`config.mk`:
```
export PLATFORM = sky130hd
export DESIGN_NAME = comparatore_window_stream_flat
export DESIGN_NICKNAME = d
export VERILOG_FILES = /design/src/rtl/comparatore_window_stream_if.sv /design/src/rtl/comparatore_window_stream.sv /design/src/flat_wrapper.sv
export SDC_FILE = /design/constraint.sdc
export NUM_CORES = 1
export LEC_CHECK = 0
export BUFFER_PORTS_ARGS = -buffer_cell sky130_fd_sc_hd__buf_2
export CAP_MARGIN = 30
export CORE_MARGIN = 2
export CORE_UTILIZATION = 40
export CTS_BUF_LIST = sky130_fd_sc_hd__clkbuf_16
export CTS_CLUSTER_DIAMETER = 50
export DETAILED_ROUTE_END_ITERATION = 6
export PLACE_DENSITY_LB_ADDON = 0.08
export SETUP_SLACK_MARGIN = 0.3
export SLEW_MARGIN = 5
export SYNTH_ARGS = -nofsm -noshare
export SYNTH_HDL_FRONTEND = slang
export SYNTH_SLANG_ARGS = --single-unit
export TNS_END_PERCENT = 20
```
`constraint.sdc`:
```
create_clock -name clk -period 1.48 [get_ports clk]
set_input_delay 0.148 -clock clk [delete_from_list [all_inputs] [get_ports clk]]
set_output_delay 0.148 -clock clk [all_outputs]
set_load 0.005 [all_outputs]
```
`src/rtl/comparatore_window_stream_if.sv`:
```
// ============================================================================
//  Module      : comparatore_window_stream_if
//  Description : Sample/result stream bundle for the window comparator.
//  Revision    : 1.0  initial release
// ============================================================================
`default_nettype none

interface comparatore_window_stream_if #(
    parameter int WIDTH = 3,
    parameter int CNT_W = 4
);
    logic             in_valid;
    logic             in_ready;
    logic [WIDTH-1:0] a;
    logic [WIDTH-1:0] b;
    logic [WIDTH-1:0] c;
    logic             out_valid;
    logic             out_ready;
    logic             in_window;
    logic             inv_win;
    logic             stable;
    logic [CNT_W-1:0] run_cnt;

    // Source/consumer side
    modport master (
        output in_valid, a, b, c, out_ready,
        input  in_ready, out_valid, in_window, inv_win, stable, run_cnt
    );

    // Comparator side
    modport slave (
        input  in_valid, a, b, c, out_ready,
        output in_ready, out_valid, in_window, inv_win, stable, run_cnt
    );
endinterface

`default_nettype wire

```
`src/rtl/comparatore_window_stream.sv`:
```
// ============================================================================
//  Module      : comparatore_window_stream
//  Description : Registered window comparator (a <= b <= c) on a valid/ready
//                stream with a saturating in-window run counter and a
//                persistence flag. Define COMP_SIGNED_EN for signed compares.
//  Revision    : 1.0  initial release
// ============================================================================
`default_nettype none

module comparatore_window_stream #(
    parameter int WIDTH   = 3,
    parameter int PERSIST = 3,
    parameter int CNT_W   = 4
) (
    input  logic                        clk,
    input  logic                        rst,
    comparatore_window_stream_if.slave  strm
);

    localparam logic [CNT_W-1:0] c_CNT_MAX = {CNT_W{1'b1}};
    localparam logic [CNT_W-1:0] c_PERSIST = CNT_W'(PERSIST);

    logic [WIDTH-1:0] w_a;
    logic [WIDTH-1:0] w_b;
    logic [WIDTH-1:0] w_c;
    logic             w_a_le_b;
    logic             w_b_le_c;
    logic             w_a_gt_c;
    logic             w_win;
    logic             w_in_ready;
    logic             w_accept;

    logic             out_valid_q, out_valid_d;
    logic             in_window_q, in_window_d;
    logic             inv_win_q,   inv_win_d;
    logic             stable_q,    stable_d;
    logic [CNT_W-1:0] run_cnt_q,   run_cnt_d;

    assign w_a = strm.a;
    assign w_b = strm.b;
    assign w_c = strm.c;

`ifdef COMP_SIGNED_EN
    assign w_a_le_b = $signed(w_a) <= $signed(w_b);
    assign w_b_le_c = $signed(w_b) <= $signed(w_c);
    assign w_a_gt_c = $signed(w_a) >  $signed(w_c);
`else
    assign w_a_le_b = w_a <= w_b;
    assign w_b_le_c = w_b <= w_c;
    assign w_a_gt_c = w_a >  w_c;
`endif

    // An empty window can never report membership
    assign w_win      = w_a_le_b && w_b_le_c && !w_a_gt_c;

    assign w_in_ready = !out_valid_q || strm.out_ready;
    assign w_accept   = strm.in_valid && w_in_ready;

    always_comb begin
        out_valid_d = out_valid_q;
        in_window_d = in_window_q;
        inv_win_d   = inv_win_q;
        stable_d    = stable_q;
        run_cnt_d   = run_cnt_q;

        if (w_accept) begin
            out_valid_d = 1'b1;
            in_window_d = w_win;
            inv_win_d   = w_a_gt_c;
            if (w_win) begin
                run_cnt_d = (run_cnt_q == c_CNT_MAX) ? c_CNT_MAX : run_cnt_q + 1'b1;
            end else begin
                run_cnt_d = '0;
            end
            // Flag follows the updated count so it lands with the completing result
            stable_d = (run_cnt_d >= c_PERSIST);
        end else if (strm.out_ready) begin
            out_valid_d = 1'b0;
        end
    end

    always_ff @(posedge clk or posedge rst) begin
        if (rst) begin
            out_valid_q <= 1'b0;
            in_window_q <= 1'b0;
            inv_win_q   <= 1'b0;
            stable_q    <= 1'b0;
            run_cnt_q   <= '0;
        end else begin
            out_valid_q <= out_valid_d;
            in_window_q <= in_window_d;
            inv_win_q   <= inv_win_d;
            stable_q    <= stable_d;
            run_cnt_q   <= run_cnt_d;
        end
    end

    assign strm.in_ready  = w_in_ready;
    assign strm.out_valid = out_valid_q;
    assign strm.in_window = in_window_q;
    assign strm.inv_win   = inv_win_q;
    assign strm.stable    = stable_q;
    assign strm.run_cnt   = run_cnt_q;

endmodule

`default_nettype wire

```
`src/flat_wrapper.sv`:
```
// flat-port wrapper written by rule: the top's interface ports become plain ports
module comparatore_window_stream_flat 
#(
    parameter int WIDTH   = 3,
    parameter int PERSIST = 3,
    parameter int CNT_W   = 4
)
  (clk, rst, strm_in_valid, strm_a, strm_b, strm_c, strm_out_ready, strm_in_ready, strm_out_valid, strm_in_window, strm_inv_win, strm_stable, strm_run_cnt);
  comparatore_window_stream_if #(.WIDTH(WIDTH), .CNT_W(CNT_W)) strm_i ();
  input  logic clk;
  input  logic rst;
  input wire logic [$bits(strm_i.in_valid)-1:0] strm_in_valid;
  input wire logic [$bits(strm_i.a)-1:0] strm_a;
  input wire logic [$bits(strm_i.b)-1:0] strm_b;
  input wire logic [$bits(strm_i.c)-1:0] strm_c;
  input wire logic [$bits(strm_i.out_ready)-1:0] strm_out_ready;
  output wire logic [$bits(strm_i.in_ready)-1:0] strm_in_ready;
  output wire logic [$bits(strm_i.out_valid)-1:0] strm_out_valid;
  output wire logic [$bits(strm_i.in_window)-1:0] strm_in_window;
  output wire logic [$bits(strm_i.inv_win)-1:0] strm_inv_win;
  output wire logic [$bits(strm_i.stable)-1:0] strm_stable;
  output wire logic [$bits(strm_i.run_cnt)-1:0] strm_run_cnt;
  assign strm_i.in_valid = strm_in_valid;
  assign strm_i.a = strm_a;
  assign strm_i.b = strm_b;
  assign strm_i.c = strm_c;
  assign strm_i.out_ready = strm_out_ready;
  assign strm_in_ready = strm_i.in_ready;
  assign strm_out_valid = strm_i.out_valid;
  assign strm_in_window = strm_i.in_window;
  assign strm_inv_win = strm_i.inv_win;
  assign strm_stable = strm_i.stable;
  assign strm_run_cnt = strm_i.run_cnt;
  comparatore_window_stream #(.WIDTH(WIDTH), .PERSIST(PERSIST), .CNT_W(CNT_W)) u_core (.clk(clk), .rst(rst), .strm(strm_i));
endmodule
```
==> results.md, run 1 <==
- Critical Path Fanout Max: 2
- Setup Viol. Count Final: 0
- Core area: 1471 sq um
- 1st-iter DRT viols: 12
- Gate count of the mapped netlist: 70
- Area growth, synth to finish: 59.84%
- Remaining global-route overflow: 0
- FF-to-FF setup slack: 240 ps
- Die width: 43.27 um
- Final Cycle Share: 0.8428
- Final hold vios: 0
- Sequential element share of the synthesized area: 0.3245
- Clk_lat worst skew: 230 ps
- Total power: 1.016 mW
- Clock root cell: clkbuf_16
- Worst-margin pin slew: 291.9 ps
- Diodes inserted: 0
- WHS Path Cells: 2
- DP Wirelength: 1050 um
- Final GP Congestion: 0.7120
- Hold Path Class: in2reg
- CP Cell Sequence: buf_6 > ha_4 > nor2b_4 > o21a_1 > o21ai_2 > or3b_1 > a31oi_1
- Cts bufs inserted: 3
- RSZ-0062 raised after global routing: true
- Post-route DRC: 0
- Syn. warnings: 0
- Cell total after placement: 112
- Clock Path Buffers: 2
- DR pass1 iterations: 4
- Mapped cell area: 616.8 sq um
- Number of global-route vias before repair: 571
- Post-synth cell types: 21
- CP delay by family, top: simple AND/OR/NAND/NOR gates
- Initial core utilization: 0.4192
- GRT Overall Usage: 0.1752
- FF/Latch Area: 200.2 sq um
- Via count: 607
- Nets@finish: 126
- Reg2reg end: u_core.strm.run_cnt[2]
- Status: completed
- Final WL: 1370 um
- Fmax: 0.8017 GHz
- Die Ht: 43.27 um
- Hold Crit Start: strm_in_valid
- Crit path buffers/inverters: 1
- Syn Area/Cell: 8.812 sq um
- Average wire per standard cell: 11.71 um
- Util after Layout: 0.6701
- Initial antenna violation count: 0
- Reg clk slew, reported paths: 40 ps
- Synth top area share: 0.3245
- Reported max-cap violation count: 0
- H-tree depth: 1
- R2R cell count: 5
- WHS Endpoint: u_core.strm.run_cnt[2]
- Worst EP required: 1630 ps
- Cell leakage power: 0.4939 nW
- IO buf count: 21
- Syn_nets: 93
- First-pass GRT wire length: 2380 um
- Multi-input logic area: 464.2 sq um
- Skew final: 1.162 ps
- Avg Vias per Cell: 5.188
- CTS tree: done
- CP Launch Type: primary input
- Layout cells sized above 1: 0.4752
- Critical path arrival: 1400 ps
- Kind of critical path: in2reg
- Tmin final: 1247 ps
- Max Transition Viols Final: 0
- Worst IR Drop VDD: 592.8 uV
- Synth area leader: dfrtp_1
- Fill count: 131
- Critical path endpoint category: register
- Critical path's slowest cell: or3b_1
- Top cells by area, synth: dfrtp_1 (32%), ha_1 (20%), inv_1 (6.1%)
- Slew headroom: 0.8052
- Largest net degree at the start of global routing: 13
- Power Density: 1030 nW/um^2
- Reg2reg start: u_core.strm.run_cnt[1]
- Antenna Nets Post-Route: 0
- Clk sink count: 8
- Non-filler instance count after layout: 117
- Max stage delay on crit path: 350 ps
- Yosys reg bits: 8
- FP Rows: 14
- Worst hold slack: 153.6 ps
- Top Ports: 22
- Die ar.: 1872 sq um
## worst max path at each step
stage,depth (start not counted),slack (ps),endpoint,start
2_1_floorplan,6,90,u_core.strm.run_cnt[2],strm_a[1]
3_3_place_gp,9,-110,u_core.strm.run_cnt[3],strm_b[1]
3_5_place_dp,9,-110,u_core.strm.run_cnt[3],strm_b[1]
4_1_cts,5,190,u_core.strm.run_cnt[2],u_core.strm.run_cnt[1]
5_1_grt,7,150,u_core.strm.run_cnt[2],strm_a[1]
6_report,7,230,u_core.strm.run_cnt[2],strm_a[1]
## power by group
group / internal (mW) / switching [mW] / leakage (nW)
clock: 0.348 / 0.105 / 0.0370
sequential: 0.246 / 0.0189 / 0.105
combinational: 0.159 / 0.138 / 0.352
total: 0.754 / 0.262 / 0.494
## cells in the mapped netlist
cell type,instances
a211oi_1,2
a211oi_2,1
a21oi_1,1
a31oi_1,5
clkbuf_1,1
dfrtp_1,8
ha_1,10
inv_1,10
nand2_1,8
nand2b_1,3
nand3_1,4
nor2_1,3
nor2b_1,1
nor3b_1,1
o21a_1,1
o21ai_0,3
o21ai_2,1
o22ai_1,1
o31ai_1,4
o41ai_2,1
or3b_1,1
## routing by layer
layer / wire, um / track usage / up-vias
li1: - / - / 317
met2: 720 / 0.3164 / 18
met3: 54 / 0.02553 / 4
met4: 42 / 0.1091 / 0
met1: 552 / 0.1859 / 268
met5: 0 / 0 / -
## placed cells by master, fill, tap and decap left out, drive strengths merged
master | synthesis | layout
clkbuf | 1 | 3
o31ai | 4 | 4
clkinv | 0 | 1
nor3b | 1 | 1
or3b | 1 | 1
o22ai | 1 | 1
a31oi | 5 | 5
buf | 0 | 28
o21a | 1 | 1
nor2 | 3 | 3
dlygate4sd3 | 0 | 1
ha | 10 | 10
o41ai | 1 | 1
nand2 | 8 | 8
nand2b | 3 | 3
dfrtp | 8 | 8
a211oi | 3 | 3
nor2b | 1 | 1
inv | 10 | 9
a21oi | 1 | 1
nand3 | 4 | 4
o21ai | 4 | 4
## kinds of logic (layout without fill, tap and decap cells)
logic type,after synthesis,in the layout,synth area share
adders and majority gates,10,10,0.2028
buffers and inverters,11,42,0.06694
AOI/OAI and AO/OA,20,20,0.2393
DFF,8,8,0.3245
and+or+nand+nor,21,21,0.1663
## cell type report
class,count,area share
Inverter,10,0.04315
Tap cell,16,0.02030
Sequential cell,8,0.2030
Timing Repair Buffer,29,0.1865
Multi-Input combinational cell,51,0.4708
Clock buffer,3,0.07614
## stage by stage
stage	instance area, sq um	worst slack (ps)	setup TNS, ps
global route	985.9	146.8	0
detailed placement	808.3	-106.2	-261.3
floorplan	641.9	89.74	0
CTS	944.7	191.7	0
global placement	808.3	-110.8	-204.7
finish	985.9	232.6	0
## flip-flops by register name (all words and copies together), names as in the netlist
name and cells:
u_core.strm.in_window 1, u_core.strm.inv_win 1, u_core.strm.out_valid 1, u_core.strm.run_cnt 4, u_core.strm.stable 1
## repair_timing
item,4_1_cts,5_1_grt
gates resized for setup,12,8
setup buffers,1,0
endpoints found under the setup margin,6,6
pin swaps,8,4
endpoints found under the hold margin,8,0
hold buffers,1,0
Power figures use the tool's default switching activity.
==> run 2, diff against run 1 <==
==> constraint.sdc (replaced) <==
create_clock -name clk -period 1.2 [get_ports clk]
set_input_delay 0.12 -clock clk [delete_from_list [all_inputs] [get_ports clk]]
set_output_delay 0.12 -clock clk [all_outputs]
set_load 0.005 [all_outputs]
==> run 2 against run 1 <==
  * Worst setup slack lost 330 ps
  * Final cell count grew 6.0%
  * Final area grew 11%
  * Flip-flop and latch count is the same
  * Power grew 32%
  * Sequential power grew 25%
  * Utilization grew 7.5 points
  * Critical path type is now reg2reg
  * The flow now finishes with violations (negative setup slack)
  * Routed wire length grew 32%
  * Non-clock buffer count grew 7
  * Clock power grew 25%
  * Sequential share of layout area shrank 1.9 points
  * Largest power group unchanged
  * Critical path depth shrank 1
==> results.md, run 2 (synthesis results as in run 1) <==
- Status: finished, violations left
- Failing checks: negative setup slack
- Final GP Congestion: 0.7484
- Clk_lat worst skew: 240 ps
- Top Ports: 22
- CTS tree: done
- Remaining global-route overflow: 0
- Clk sink count: 8
- Die width: 43.27 um
- Kind of critical path: reg2reg
- DR pass1 iterations: 4
- Post-route DRC: 0
- Non-filler instance count after layout: 124
- Critical Path Fanout Max: 3
- Die ar.: 1872 sq um
- Worst IR Drop VDD: 795.7 uV
- Hold Path Class: in2reg
- H-tree depth: 1
- Worst Slack Setup Final: -96.87 ps
- Worst EP required: 1320 ps
- Final hold vios: 0
- Diodes inserted: 0
- GRT Overall Usage: 0.2035
- Fmax: 0.7711 GHz
- Setup Viol. Count Final: 3
- Area growth, synth to finish: 77.69%
- Clock Path Buffers: 2
- Max Transition Viols Final: 0
- Critical path arrival: 1410 ps
- Average wire per standard cell: 14.61 um
- Critical path endpoint category: register
- Tmin final: 1297 ps
- Commonest non-fill, non-tap cell in the layout: buf_2
- FP Rows: 14
- Cell leakage power: 0.5479 nW
- DP Wirelength: 1117 um
- Cell total after placement: 117
- Largest net degree at the start of global routing: 10
- Number of global-route vias before repair: 624
- Skew final: 2.909 ps
- IO buf count: 21
- Max reg flops: 4
- 1st-iter DRT viols: 4
- Worst-margin pin slew: 328.7 ps
- Commonest cells after routing, fill and taps aside: buf_2 (19), buf_4 (13), inv_1 (8), dfrtp_1 (7)
- Die Ht: 43.27 um
- CP Launch Type: register
- Initial core utilization: 0.4192
- Clock root cell: clkbuf_16
- RSZ-0062 raised after global routing: true
- TNS Setup: -168.0 ps
- Via count: 650
- Final WL: 1812 um
- Nets@finish: 133
- Antenna Nets Post-Route: 0
- First-pass GRT wire length: 2739 um
- Reg clk slew, reported paths: 40 ps
- Power Density: 1225 nW/um^2
- Cts bufs inserted: 3
- Layout cells sized above 1: 0.5926
- Final Cycle Share: 1.081
- Core area: 1471 sq um
- Slew headroom: 0.7806
- Initial antenna violation count: 0
- Avg Vias per Cell: 5.242
- Reported max-cap violation count: 0
==> run 2: what timing repair did <==
| item | CTS | global route |
|---|---|---|
| pin swaps | 16 | 6 |
| hold endpoints to repair | 8 | 0 |
| setup buffers | 3 | 0 |
| hold buffers | 1 | 0 |
| endpoints found under the setup margin | 11 | 12 |
| gates resized for setup | 13 | 18 |
| cloned | 0 | 0 |
==> run 2: final timing paths <==
path,startpoint,to,slack [ps],depth (start not counted)
min,strm_in_valid,u_core.strm.run_cnt[2],150,2
max reg2reg,u_core.strm.run_cnt[0],u_core.strm.stable,-100,6
min reg2reg,u_core.strm.in_window,u_core.strm.in_window,460,2
min in group asynchronous,rst,u_core.strm.stable,380,3
max in group asynchronous,rst,u_core.strm.run_cnt[2],550,3
max,u_core.strm.run_cnt[0],u_core.strm.stable,-100,6
==> run 2: report_power, final <==
group          internal (mW)  leakage, nW  switching [mW]
clock network          0.430       0.0370           0.137
registers              0.304        0.103          0.0261
logic                  0.231        0.407           0.214
total                  0.965        0.548           0.377
==> run 2: area by class of cell <==
type                            count  area, sq um
Sequential cell                     8        201.4
Fill cell                         115        375.4
Timing Repair Buffer               36        236.5
Multi-Input combinational cell     51        518.0
Clock buffer                        3        75.07
Inverter                           10        45.04
Tap cell                           16        20.02
==> run 2: routing by layer <==
| metal | wire length, um | vias up | global-route usage |
|---|---|---|---|
| met1 | 700 | 298 | 0.2104 |
| li1 | - | 329 | - |
| met2 | 1000 | 18 | 0.3761 |
| met3 | 64 | 5 | 0.02553 |
| met5 | 0 | - | 0 |
| met4 | 46 | 0 | 0.1273 |
==> run 2: stage by stage <==
stage / power, mW / util / hold WS, ps / setup slack, ps / cell area (sq um)
floorplan: 0.5052 / - / -64.34 / -162.3 / 644.4
global placement: 0.6463 / 0.5765 / 86.78 / -368.9 / 848.3
detailed placement: 0.6479 / 0.5765 / 85.69 / -366.0 / 848.3
CTS: 1.249 / 0.6820 / 151.9 / -63.33 / 1003
global route: 1.404 / 0.7449 / 168.6 / -138.0 / 1096
finish: 1.343 / 0.7449 / 146.1 / -96.87 / 1096
==> run 2: worst max-delay path, cell delays in order, from the launching register on <==
cell and delay (ps):
dfrtp_1 400, ha_4 190, buf_6 120, nor2_4 100, nor2_2 50, a211oi_2 210
o31ai_1 100
